File: config.mk
export PLATFORM = sky130hd
export DESIGN_NAME = wash_seq
export DESIGN_NICKNAME = d
export VERILOG_FILES = /design/src/rtl/wash_seq.sv
export SDC_FILE = /design/constraint.sdc
export NUM_CORES = 1
export LEC_CHECK = 0
export ABC_AREA = 1
export CORE_ASPECT_RATIO = 1.25
export CORE_MARGIN = 2
export CORE_UTILIZATION = 25
export CTS_CLUSTER_DIAMETER = 40
export DETAILED_ROUTE_END_ITERATION = 16
export PLACE_DENSITY = 0.4
export SLEW_MARGIN = 20
export SYNTH_ARGS = -nofsm -noshare
export SYNTH_HDL_FRONTEND = slang
export SYNTH_SLANG_ARGS = --single-unit
File: constraint.sdc
create_clock -name clk -period 3.5 [get_ports clk]
set_clock_uncertainty 0.05 [all_clocks]
set_input_delay 0.875 -clock clk [delete_from_list [all_inputs] [get_ports clk]]
set_output_delay 0.875 -clock clk [all_outputs]
set_load 0.005 [all_outputs]
File: src/rtl/wash_seq.sv
// Wash-cycle sequencer: checks and deducts the mode price on start, then
// steps through WASH, RINSE and SPIN on a 1 s tick with pause/resume.
// It reports phase, remaining seconds and balance to the display and LEDs.
module wash_seq #(
    parameter int TICK_DIV  = 100000000,
    parameter int DONE_HOLD = 3
) (
    input  logic       clk,
    input  logic       rst,
    input  logic       bal_ld,
    input  logic [9:0] bal_in,
    input  logic [1:0] mode,
    input  logic       start,
    input  logic       pause,
    output logic [2:0] phase,
    output logic [7:0] remain,
    output logic [9:0] bal_out,
    output logic       busy,
    output logic       paused,
    output logic       done,
    output logic       err
);

    localparam int TCW = (TICK_DIV > 1) ? $clog2(TICK_DIV) : 1;
    localparam logic [TCW-1:0] TICK_LAST = TCW'(TICK_DIV - 1);

    typedef enum logic [2:0] {
        S_IDLE, S_WASH, S_RINSE, S_SPIN, S_PAUSE, S_DONE
    } state_t;

    state_t         state_q, state_d;
    state_t         resume_q, resume_d;
    logic [1:0]     mode_q, mode_d;
    logic [9:0]     bal_q, bal_d;
    logic [TCW-1:0] tick_q, tick_d;
    logic [7:0]     pcnt_q, pcnt_d;
    logic [7:0]     rem_q, rem_d;
    logic           err_d;
    logic [2:0]     phase_d;
    state_t         shown;
    state_t         nxt;

    // Duration in seconds of one phase for a given mode.
    function automatic logic [7:0] dur(input logic [1:0] m, input state_t p);
        logic [7:0] w, r, s;
        case (m)
            2'd0:    begin w = 8'd3; r = 8'd2; s = 8'd2; end
            2'd1:    begin w = 8'd6; r = 8'd4; s = 8'd3; end
            2'd2:    begin w = 8'd9; r = 8'd6; s = 8'd4; end
            default: begin w = 8'd0; r = 8'd0; s = 8'd5; end
        endcase
        case (p)
            S_WASH:  return w;
            S_RINSE: return r;
            S_SPIN:  return s;
            default: return 8'd0;
        endcase
    endfunction

    function automatic logic [9:0] price(input logic [1:0] m);
        case (m)
            2'd0:    return 10'd5;
            2'd1:    return 10'd8;
            2'd2:    return 10'd12;
            default: return 10'd3;
        endcase
    endfunction

    // Zero-length phases are skipped so they never appear on the phase output.
    function automatic state_t next_phase(input logic [1:0] m, input state_t p);
        case (p)
            S_IDLE:  return (dur(m, S_WASH) != 8'd0) ? S_WASH :
                            (dur(m, S_RINSE) != 8'd0) ? S_RINSE : S_SPIN;
            S_WASH:  return (dur(m, S_RINSE) != 8'd0) ? S_RINSE : S_SPIN;
            S_RINSE: return S_SPIN;
            default: return S_DONE;
        endcase
    endfunction

    // Next-state, counter and balance computation.
    always_comb begin
        // NOTE: every variable gets a default first so no path infers a latch.
        state_d  = state_q;
        resume_d = resume_q;
        mode_d   = mode_q;
        bal_d    = bal_q;
        tick_d   = tick_q;
        pcnt_d   = pcnt_q;
        rem_d    = rem_q;
        err_d    = 1'b0;
        nxt      = S_IDLE;

        case (state_q)
            S_IDLE: begin
                // start takes priority; a simultaneous load is dropped.
                if (start) begin
                    if (bal_q >= price(mode)) begin
                        nxt     = next_phase(mode, S_IDLE);
                        state_d = nxt;
                        mode_d  = mode;
                        bal_d   = bal_q - price(mode);
                        rem_d   = dur(mode, S_WASH) + dur(mode, S_RINSE) + dur(mode, S_SPIN);
                        pcnt_d  = dur(mode, nxt);
                        tick_d  = '0;
                    end else begin
                        err_d = 1'b1;
                    end
                end else if (bal_ld) begin
                    bal_d = bal_in;
                end
            end
            S_WASH, S_RINSE, S_SPIN: begin
                // pause beats start and freezes the tick counter on this cycle.
                if (pause) begin
                    state_d  = S_PAUSE;
                    resume_d = state_q;
                end else if (tick_q == TICK_LAST) begin
                    tick_d = '0;
                    rem_d  = rem_q - 8'd1;
                    if (pcnt_q <= 8'd1) begin
                        nxt     = next_phase(mode_q, state_q);
                        state_d = nxt;
                        pcnt_d  = (nxt == S_DONE) ? 8'(DONE_HOLD) : dur(mode_q, nxt);
                    end else begin
                        pcnt_d = pcnt_q - 8'd1;
                    end
                end else begin
                    tick_d = tick_q + TCW'(1);
                end
            end
            S_PAUSE: begin
                if (pause) begin
                    state_d = resume_q;
                end
            end
            S_DONE: begin
                // The phase counter doubles as the DONE hold timer.
                if (tick_q == TICK_LAST) begin
                    tick_d = '0;
                    if (pcnt_q <= 8'd1) begin
                        state_d = S_IDLE;
                        pcnt_d  = 8'd0;
                    end else begin
                        pcnt_d = pcnt_q - 8'd1;
                    end
                end else begin
                    tick_d = tick_q + TCW'(1);
                end
            end
            default: state_d = S_IDLE;
        endcase

        shown = (state_d == S_PAUSE) ? resume_d : state_d;
        case (shown)
            S_WASH:  phase_d = 3'b001;
            S_RINSE: phase_d = 3'b010;
            S_SPIN:  phase_d = 3'b100;
            default: phase_d = 3'b000;
        endcase
    end

    // State, datapath and registered status outputs.
    always_ff @(posedge clk or negedge rst) begin
        // NOTE: reset is asynchronous; the whole block uses non-blocking assignments.
        if (!rst) begin
            state_q  <= S_IDLE;
            resume_q <= S_IDLE;
            mode_q   <= 2'd0;
            bal_q    <= 10'd0;
            tick_q   <= '0;
            pcnt_q   <= 8'd0;
            rem_q    <= 8'd0;
            phase    <= 3'b000;
            busy     <= 1'b0;
            paused   <= 1'b0;
            done     <= 1'b0;
            err      <= 1'b0;
        end else begin
            state_q  <= state_d;
            resume_q <= resume_d;
            mode_q   <= mode_d;
            bal_q    <= bal_d;
            tick_q   <= tick_d;
            pcnt_q   <= pcnt_d;
            rem_q    <= rem_d;
            phase    <= phase_d;
            busy     <= (state_d == S_WASH) || (state_d == S_RINSE) ||
                        (state_d == S_SPIN) || (state_d == S_PAUSE);
            paused   <= (state_d == S_PAUSE);
            done     <= (state_d == S_DONE);
            err      <= err_d;
        end
    end

    assign remain  = rem_q;
    assign bal_out = bal_q;

endmodule

# Word level (Yosys, flattened, before mapping)
# Index checks and enable logic that the tools add are counted.
# W data, S select, Z words.
# totals
regBits	68
input_bits	17
mem_bits_ro	0
n_memories	0
mem_bits_rw	0
latchBits	0
elab_cells	160
out_inout_bits	25
# classes
eq_ne	31
n_shift	0
mux	89
bitwise	0
n_reduce_logical	20
n_mul	0
add_sub_neg	6
n_div	0
magnitude_cmp	2
# ops
op	count
$mux W8	36
$mux W27	4
$pmux W27 S3	1
$mux W10	8
$pmux W8 S3	3
$mux W3	18
$pmux W3 S3	6
$reduce_bool A8 Y1	5
$pmux W4 S3	3
$eq A3 B2 Y1 const B	10
$add A27 B1 Y27 const B	1
$eq A27 B27 Y1 const B	1
$add A8 B8 Y8	2
$pmux W8 S2	1
$sub A8 B1 Y8 const B	2
$eq A3 B1 Y1 const B	5
$eq A3 B3 Y1 const B	5
$pmux W3 S4	1
$ge A10 B10 Y1	1
$ne A2 B2 Y1 const B	5
$sub A10 B10 Y10	1
$le A8 B1 Y1 const B	1
$mux W1	6
$reduce_and A3 Y1	2
other kinds (13)	20

# Logic depth before layout (Yosys ltp)
# logic_depth
depth_word	23
ltp_mapped	18
mapped_depth_nobuf	18

# Worst setup path before layout
# No wires, ideal clock.
# synth_timing
path_type	in2reg
start	input mode[0]
end	register tick_q[8]
slack_ns	0.472
setup_time_ns	0.124
cell_stages	18
required_time_ns	3.326
arrival_time_ns	2.854
n_path_buf	1
cell_sequence	inv_1 ha_1 inv_1 ha_1 fa_1 inv_1 nand2_1 nand2_2 nor2_2 nand2_4 nand2_2 a21oi_4 nand2_4 nor2_4 inv_2 buf_6 nand2_1 a21oi_2
# synth_via
elab_chain_cells	7
elab_cells_between_ends	9
cone_classes	order compare (1); eq/ne (3); mux (3); reduce/logical (2)
# synth_rtl
element	line	rtl
from (decl)	12	input logic [1:0] mode,
$eq A2 B2 Y1, or another cell as far along	61	case (m)
$pmux W4 S3 (*)	61	
$mux W10 (*)	96	if (start) begin
$mux W10 (*)	93	case (state_q)
$ge A10 B10 Y1 (*)	97	if (bal_q >= price(mode)) begin
$ne A2 B2 Y1 (no source line) (*)	--	
$reduce_and A4 Y1 (no source line) (*)	--	
to (signal assigned)	183	tick_q <= tick_d;
to (decl)	35	logic [TCW-1:0] tick_q, tick_d;
# Mark *: on every way between the ends. The rest lies on a longest branch, timed or not. The select of a mux whose other input is x is not followed.
# A chain may end at the register's enable or synchronous reset.

# Worst setup path in the final report
# layout_timing
start	input mode[0]
end	register rem_q[2], in the netlist remain[2]
# layout_via
elab_chain_cells	10
elab_cells_between_ends	26
cone_classes	add/sub (2); order compare (1); eq/ne (3); mux (18); reduce/logical (2)
# layout_rtl
element	line	rtl
$eq A2 B2 Y1, or another cell as far along	46, 61	
$pmux W4 S3 or $pmux W3 S3 (tied branches)	46	case (m)
$mux W8	97	
$mux W8	96	
$mux W8	93	
$add A8 B8 Y8 (2 in series)	102	rem_d = dur(mode, S_WASH) + dur(mode, S_RINSE) + dur(mode, S_SPIN);
$mux W8	97	
$mux W8	96	
$pmux W8 S2	93	
to (signal assigned)	185	rem_q <= rem_d;
to (decl)	37	logic [7:0] rem_q, rem_d;
# Several ways; a longest one is shown, not always the timed one. The select of a mux whose other input is x is not followed.

==> metrics.txt <==
top-area cell type share of the netlist area=0.356; Root Buffer=clkbuf_16; largest cells by area after synthesis=dfrtp_1 36%, nand2_1 11%, o21ai_0 6.7%; grt peak-use layer=met2; Compound-Gate Fraction of Synth Area=0.127; Layout Utilization=0.319; Max IR drop VDD=roughly 280 µV; die area=roughly 0.02 mm²; Post-CTS Setup Bufs=0; Synth Instances=between 600 and 700; ratio of final minimum period to clock period=0.939; number of flops mapped to enable cells by yosys=0; number of antenna violations at the first check in global routing=0; CORE AREA=~0.019 mm²; post-synthesis mux area share=0; Residual DRC=0; CP Data Required Time=approximately 3700 ps; Rows=56; post-synthesis async set-or-reset flop share=1.00; GRT Total Usage=0.139; Slew headroom=0.388; top cells by count, synth=137 x nand2_1, 75 x inv_1, 72 x nor2_1; final hold vios=0; Clock Latency Late Sink=about 350 ps; M3 GR Usage=0.0276; remaining global-route overflow=0; Worst Path Max Fanout=15; Yosys reg bits=just under 70; pre-CTS setup slack=-153 ps; Top Family by Delay on Critical Path=adder cells; Die Span X=about 130 µm; Reg2Reg Setup Slack=approximately 1200 ps; WL final=13200 µm; nets@finish=between 700 and 800; CTS H-tree lvls=3; # resized after CTS=0; Final HPWL DP=approximately 10000 µm; simple-gate area share of the yosys netlist=0.338; cts hold-fix bufs=0; count of different cell masters after synthesis=44; DR pass1 iterations=4; clock sinks=68; CP max-delay cell=clkdlybuf4s50_1; clock-pin slew on the worst setup and hold paths=70 ps; syn_nets=slightly below 700; CP Launch Type=primary input; cts bufs inserted=9; xor and xnor area share after synthesis=0.0384; Avg Cell Area, Syn=about 7.4 µm²; I/O pin total=42; total power=4.59 mW; Hold Crit Class=reg -> reg; crit-path cells=clkdlybuf4s50_1 -> inv_1 -> ha_1 -> inv_1 -> ha_1 -> fa_1 -> inv_1 -> nand2_1 -> nand2_2 -> nor2_2 -> nand2_4 -> nand2_2 -> a21oi_4 -> nand4_1 -> nand2_2 -> buf_12 -> nand2_1 -> o21ai_0; grt met1 use=0.165; GR Util met2=0.243; Adder-Cell Fraction of Synth Area=0.0565; Clock Tree Buf Depth=2; Worst-Margin Slew=approximately 920 ps; Max Transition Viols Final=0; vias per cell=4.61; Hold WS=~450 ps; status=finished clean; Ant. Diodes=0; arrival time of the worst setup path=between 3000 and 4000 ps; Worst Path Buf+Inv=5; highest clock rate=between 300 and 400 MHz; proportion of layout cells with a drive suffix above 1=0.144; GP Congestion=0.832; wire per inst=13.9 µm; vias in the first global route=about 4.4k; DR iter-0 viols=between 200 and 250; Crit path largest cell delay=about 480 ps; pin count of the biggest net entering global routing=a little under 70; Setup CP Type=in -> reg; Routed Antenna Nets=0; final setup fails=0; Buffers on Ports=41; Die H=159 µm; Syn. warnings=0; Worst setup EP type=flip-flop; Seq/Total Area, Yosys=0.356; largest family of logic cells by synthesized area=simple AND/OR/NAND/NOR gates; maxcap violations=0; Leakage=about 2.7 nW; crit path time final=around 3300 ps; starting density of the core=0.255; via count=~4.4k; unrepaired setup endpoints after global routing=no; Pwr per Cell Area=between 700 and 800 mW/mm²; Area growth syn-to-layout=25.3%; ys flop type=dfrtp_1; CTS tree=built; cell accounting for the most synthesized area=dfrtp_1; first-pass GRT wire length=between 20000 and 25000 µm; Mapped Area=between 0.004 and 0.005 mm²; Setup WS post-layout=~210 ps; count leader, synth=nand2_1
==> state kept, by name, summed over array words and instances, names as in the netlist <==
| register | cells |
|---|---|
| pcnt_q | 8 |
| phase | 3 |
| bal_out | 10 |
| mode_q | 2 |
| state_q | 3 |
| busy | 1 |
| paused | 1 |
| remain | 8 |
| resume_q | 3 |
| tick_q | 27 |
| done | 1 |
| err | 1 |
==> cell families after synthesis <==
family,count (synthesis)
simple gates,332
compound gates,105
buf+inv,100
flops,68
xor+xnor,21
fa+ha+maj,21
==> cell type report <==
type / instances / area [µm²]
Clock inverter: 7 / 100
Tap cell: 232 / 290
Multi-Input combinational cell: 479 / 2680
Timing Repair Buffer: 69 / 668
Clock buffer: 9 / 225
Fill cell: 2052 / 12800
Sequential cell: 68 / 1700
Inverter: 88 / 333
==> metrics by stage <==
| stage | setup TNS (ps) | std cells | cell area (µm²) |
|---|---|---|---|
| 2_1_floorplan | 0 | 647 | 4780 |
| 3_3_place_gp | -4080 | 936 | 5670 |
| 3_5_place_dp | -4530 | 936 | 5670 |
| 4_1_cts | 0 | 952 | 5990 |
| 5_1_grt | 0 | 952 | 6000 |
| 6_report | 0 | 952 | 6000 |
==> worst register-to-register path, cell delays in order (launching register included) <==
cell and delay (ps):
dfrtp_1 340, inv_1 60, ha_1 220, fa_1 410
inv_1 70, nand2_1 60, nand2_2 70, nor2_2 50
nand2_4 70, nand2_2 60, a21oi_4 170, nand4_1 210
nand2_2 150, buf_12 140, nand2_1 50, o21ai_0 80
==> path summary, 6_finish.rpt <==
| path | cells past startpoint | startpoint | endpoint |
|---|---|---|---|
| hold reg to reg | 1 | tick_q[8]$_DFFE_PN0P_ | tick_q[8]$_DFFE_PN0P_ |
| max in group asynchronous | 1 | rst | busy$_DFF_PN0_ |
| setup reg to reg | 15 | bal_out[0]$_DFFE_PN0P_ | remain[2]$_DFFE_PN0P_ |
| hold / removal | 1 | tick_q[8]$_DFFE_PN0P_ | tick_q[8]$_DFFE_PN0P_ |
| min in group asynchronous | 1 | rst | tick_q[4]$_DFFE_PN0P_ |
| setup / recovery | 18 | mode[0] | remain[2]$_DFFE_PN0P_ |
==> cells in the final DEF, fill, tap and decap left out, types with 3 or more instances in the layout <==
cell,count
nand2_2,13
o21ai_0,63
nand2_1,136
buf_4,25
clkbuf_16,9
inv_2,11
buf_12,4
o22ai_1,3
nor4_1,3
inv_1,75
nand4_1,22
nor2_1,72
ha_1,20
a21oi_1,16
o211ai_1,7
nor2_2,6
nor3_1,28
nand3_1,29
nor2_4,7
o21ai_1,4
dfrtp_1,68
nand2_4,6
clkinv_4,3
clkdlybuf4s50_1,40
xor2_1,19
==> per-layer routing <==
metal / vias up / wire length (µm)
li1: 2257 / -
met1: 2027 / 5880
met2: 76 / 6590
met3: 29 / 340
met4: 0 / 407
met5: - / 0
==> power by group <==
| group | internal (mW) | leakage (nW) | switching (mW) |
|---|---|---|---|
| Sequential | 0.999 | 0.902 | 0.185 |
| Combinational | 1.00 | 1.67 | 1.38 |
| Clock | 0.629 | 0.160 | 0.387 |
| Total | 2.63 | 2.73 | 1.96 |
(Power assumes the default switching activity.)
